<file path="config.mk">
export PLATFORM = sky130hd
export DESIGN_NAME = queue_serial_tx
export DESIGN_NICKNAME = d
export VERILOG_FILES = /design/src/rtl/queue_serial_tx.sv
export SDC_FILE = /design/constraint.sdc
export NUM_CORES = 1
export LEC_CHECK = 0
export BUFFER_PORTS_ARGS = -buffer_cell sky130_fd_sc_hd__buf_2
export CAP_MARGIN = 10
export CORE_MARGIN = 2
export CORE_UTILIZATION = 58
export CTS_BUF_LIST = sky130_fd_sc_hd__clkbuf_8
export CTS_CLUSTER_DIAMETER = 120
export DETAILED_ROUTE_END_ITERATION = 8
export HOLD_SLACK_MARGIN = 0.05
export PLACE_DENSITY = 0.81
export SLEW_MARGIN = 20
export SYNTH_ARGS = -nofsm -noshare
export SYNTH_HDL_FRONTEND = slang
export SYNTH_SLANG_ARGS = --single-unit
</file>
<file path="constraint.sdc">
create_clock -name clk_i -period 1.9 [get_ports clk_i]
set_clock_uncertainty 0.05 [all_clocks]
set_input_delay 0.285 -clock clk_i [delete_from_list [all_inputs] [get_ports clk_i]]
set_output_delay 0.285 -clock clk_i [all_outputs]
set_load 0.005 [all_outputs]
</file>
<file path="src/rtl/queue_serial_tx.sv">
// queue_serial_tx: pops words from a queue and sends each one as an async serial frame
// (start bit, DATA_BITS data bits LSB first, one stop bit) on a single idle-high line.
module queue_serial_tx #(
  parameter int DATA_BITS = 8,
  parameter int BAUD_DIV  = 4,
  parameter int CNT_BITS  = 8
) (
  input  logic                 clk_i,
  input  logic                 reset_i,
  input  logic [DATA_BITS-1:0] dat_i,
  input  logic                 empty_i,
  output logic                 pop_o,
  output logic                 txd_o,
  output logic                 busy_o,
  output logic [2:0]           state_to,
  output logic [3:0]           bit_to
);

  typedef enum logic [2:0] {
    IDLE  = 3'd0,
    POP   = 3'd1,
    LOAD  = 3'd2,
    START = 3'd3,
    DATA  = 3'd4,
    STOP  = 3'd5
  } state_t;

  localparam logic [CNT_BITS-1:0] CNT_LAST = CNT_BITS'(BAUD_DIV - 1);
  localparam logic [3:0]          BIT_LAST = 4'(DATA_BITS - 1);

  state_t               state;
  logic [CNT_BITS-1:0]  cnt;
  logic [DATA_BITS-1:0] shift;
  logic [DATA_BITS-1:0] shift_next;
  logic                 bit_end;

  assign state_to = state;

  // End-of-bit-time flag and the shift register contents after the next shift.
  always_comb begin
    bit_end    = (cnt == CNT_LAST);
    shift_next = shift >> 1;
  end

  // Frame sequencer; txd_o/pop_o/busy_o are registered alongside the state so each
  // output already holds the value belonging to the state being entered.
  always_ff @(posedge clk_i) begin
    if (reset_i) begin
      state  <= IDLE;
      cnt    <= '0;
      shift  <= '0;
      bit_to <= '0;
      pop_o  <= 1'b0;
      txd_o  <= 1'b1;
      busy_o <= 1'b0;
    end else begin
      case (state)
        IDLE: begin
          if (!empty_i) begin
            state  <= POP;
            pop_o  <= 1'b1;
            busy_o <= 1'b1;
          end
        end
        POP: begin
          state <= LOAD;
          pop_o <= 1'b0;
        end
        LOAD: begin
          state <= START;
          shift <= dat_i;
          cnt   <= '0;
          txd_o <= 1'b0;
        end
        START: begin
          if (bit_end) begin
            state  <= DATA;
            cnt    <= '0;
            bit_to <= '0;
            txd_o  <= shift[0];
          end else begin
            cnt <= cnt + CNT_BITS'(1);
          end
        end
        DATA: begin
          if (bit_end) begin
            cnt    <= '0;
            shift  <= shift_next;
            bit_to <= bit_to + 4'd1;
            if (bit_to == BIT_LAST) begin
              state <= STOP;
              txd_o <= 1'b1;
            end else begin
              txd_o <= shift_next[0];
            end
          end else begin
            cnt <= cnt + CNT_BITS'(1);
          end
        end
        STOP: begin
          if (bit_end) begin
            state  <= IDLE;
            cnt    <= '0;
            bit_to <= '0;
            busy_o <= 1'b0;
          end else begin
            cnt <= cnt + CNT_BITS'(1);
          end
        end
        default: begin
          state  <= IDLE;
          cnt    <= '0;
          bit_to <= '0;
          pop_o  <= 1'b0;
          txd_o  <= 1'b1;
          busy_o <= 1'b0;
        end
      endcase
    end
  end

endmodule

</file>
==> results by group <==
Run status
  • Outcome: complete, no violations

Floorplanning
  • Io pins: 21
  • Die height: 53.48 microns
  • Area of the core: 2255 sq um
  • Chip width: 53.48 microns
  • Initial Util: 62.99%
  • Die Area: 2860 sq um
  • Rows: 17

Worst setup path
  • Crit-path slowest cell: dfxtp_1
  • Startpoint types: flip-flop
  • Crit. End Element: flip-flop
  • Worst Path Buf+Inv: 1
  • Worst stage delay on the critical path: 0.38 ns
  • WP data arrival: 1.86 ns
  • CP Cell Sequence: ha_1, nor4b_4, buf_4, a31o_4, nor2_1, a211oi_1
  • Crit-path leading delay family: compound AO/OA/AOI/OAI gates
  • Max FO, Critical Path: 14
  • Kind of critical path: reg -> reg
  • Required time worst endpoint: 2.03 ns

Clock network
  • H-tree depth: 1
  • Worst-Skew Late Latency: 0.26 ns
  • Reg clk slew, reported paths: 0.09 ns
  • Clock net sink count: 26
  • Root Buffer: clkbuf_8
  • TritonCTS clock tree: yes
  • CTS Buf Count: 3
  • Clk buf depth: 2

Power and ir drop
  • Lkg Pwr: 0.6191 nW
  • VDD IR-drop max: 440.6 uV
  • Psw: 281.2 uW
  • Register share of total power: 53.5%
  • Combinational share of power: 14.9%
  • Clock power share: 31.7%
  • Final total power: 1.112 mW
  • Switching Fraction: 25.28%
  • PD cells: 695.1 nW/um^2
  • Internal power: 831.1 uW

Global route
  • GRT Overall Usage: 23.68%
  • Initial antenna violation count: 0
  • Vias in the first global route: 1105
  • Largest net degree at the start of global routing: 24
  • Overflow after GRT: 0
  • First-pass GRT wire length: 5.016 mm

Place
  • Final HPWL DP: 2.099 mm
  • Placer Congestion: 0.8813
  • Port-buffer cells: 20

Route
  • Routed length per instance: 14.44 microns
  • DRT iter0 DRCs: 29
  • 1st-pass router iterations: 4
  • Drt total wl: 2.960 mm
  • Vias per cell: 6.039
  • Post-route ant nets: 0
  • Remaining DRCs: 0
  • Vias: 1238

Final layout
  • Nets: 191
  • Ant diodes: 0
  • Share of cells above drive strength 1: 24.29%
  • P&R area growth vs syn: 12.69%

Min path
  • Worst Hold Class: in -> reg

STA
  • Rel. slew slack: 69.24%
  • Pins Over Slew Limit: 0
  • Worst slew pin tran: 0.4594 ns
  • Count of final hold-check violations: 0
  • RSZ-0062 raised after global routing: false
  • Final min period: 1.735 ns
  • Highest clock rate: 576.5 MHz
  • Final setup TNS: 0 ns
  • # setup viols final: 0
  • Fin crit share: 91.30%

Synth
  • Cell count after synthesis: 157
  • Area contributors post-synth: dfxtp_1, mux2i_1, nor2_1
  • Netlist cell types: 43
  • Commonest cells post-synth: dfxtp_1, nor2_1, a21oi_1, mux2i_1, nand2_1
  • Mapped Area: 1420 sq um
  • Cell taking the most area after synthesis: dfxtp_1
  • Post-synth EDFFs: 0
  • Sequential area share after synthesis: 36.65%
  • Asr flop ratio synth: 0%
  • Syn_nets: 170
  • Most common cell in the netlist: dfxtp_1
  • FF+latch count, synth: 26
  • Synth Flop Type: dfxtp_1
  • Yosys warnings: 0
  • Top cell type's share of synthesized area: 36.65%
  • Syn avg cell area: 9.045 sq um

Run
  • Max Cap Viol: 0
-- what timing repair did --
item	CTS	global route
endpoints found under the setup margin	0	18
gates resized for setup	0	0
setup buffers	0	1
hold buffers	0	0
-- stage by stage --
stage | setup slack [ns] | hold WS, ns | area (sq um) | instances | util [%]
after global routing | 0.05424 | 0.3117 | 1600 | 205 | 70.98
after CTS | 0.04559 | 0.3049 | 1593 | 204 | 70.64
after floorplan | 0.3189 | 0.4276 | 1420 | 157 | -
final | 0.1654 | 0.3062 | 1600 | 205 | 70.98
after detailed placement | 0.09107 | 0.4426 | 1538 | 200 | 68.20
after global placement | 0.1432 | 0.4188 | 1538 | 200 | 68.20
-- sequential cells by signal, summed over array words and instances, names as in the netlist --
name / flops
bit_to: 4
shift: 8
txd_o: 1
cnt: 8
state_to: 3
pop_o: 1
busy_o: 1
-- power groups by stage --
stage	sequential, mW	combinational, mW	clock (mW)
global route	0.597	0.183	0.380
finish	0.595	0.165	0.352
floorplan	0.604	0.120	0
detailed placement	0.607	0.163	0
global placement	0.605	0.158	0
CTS	0.594	0.165	0.358
-- tightest hold or removal path, cell delays in order --
cell,delay (ns)
buf_2,0.09
mux2i_1,0.12
a211oi_1,0.07
-- final timing paths --
| check | end | slack (ns) | start | depth (start not counted) |
|---|---|---|---|---|
| setup / recovery | shift[0]$_SDFFE_PP0P_ | 0.17 | cnt[0]$_SDFFE_PP0N_ | 6 |
| setup reg to reg | shift[0]$_SDFFE_PP0P_ | 0.17 | cnt[0]$_SDFFE_PP0N_ | 6 |
| hold / removal | shift[7]$_SDFFE_PP0P_ | 0.31 | dat_i[7] | 3 |
| hold reg to reg | shift[5]$_SDFFE_PP0P_ | 0.45 | shift[5]$_SDFFE_PP0P_ | 2 |
-- cells by family (layout without fill, tap and decap cells) --
| family | Yosys count | after routing | synth area share [%] |
|---|---|---|---|
| xor gates and xnor gates | 8 | 8 | 4.933 |
| and+or+nand+nor | 58 | 58 | 24.41 |
| muxes | 10 | 10 | 7.049 |
| DFF | 26 | 26 | 36.65 |
| AOI/OAI and AO/OA | 39 | 39 | 20.27 |
| adders and majority gates | 2 | 2 | 1.762 |
| buffers and inverters | 14 | 34 | 4.933 |
-- layout make-up --
class	count	area (sq um)
Timing Repair Buffer	26	145.1
Clock buffer	4	55.05
Tap cell	28	35.03
Inverter	4	15.01
Multi-Input combinational cell	117	829.5
Fill cell	188	654.4
Sequential cell	26	520.5
-- placed cells by master, fill, tap and decap left out, types with 2 or more instances in the layout --
cell type and n:
a211oi_1 8, a211oi_2 3, a21oi_1 11, a31oi_1 4, a41o_1 2, and3_1 3, buf_2 20, buf_4 6
clkbuf_8 4, dfxtp_1 26, ha_1 2, inv_1 4, mux2i_1 10, nand2_1 9, nand3_1 4, nand3b_1 2
nand4b_1 2, nor2_1 18, nor2_2 3, nor3b_2 2, nor4b_1 4, o2111ai_1 2, o21ai_0 2, xnor2_1 4
xor2_1 4
-- per-layer routing --
| layer | vias up | share of wire (%) | GRT usage (%) |
|---|---|---|---|
| met5 | - | 0 | 0 |
| met1 | 582 | 47 | 33.68 |
| met2 | 41 | 48 | 37.65 |
| li1 | 613 | - | - |
| met3 | 2 | 5.0 | 2.542 |
| met4 | 0 | 0.34 | 6.410 |
No activity file was read; power rests on OpenSTA's default activity.
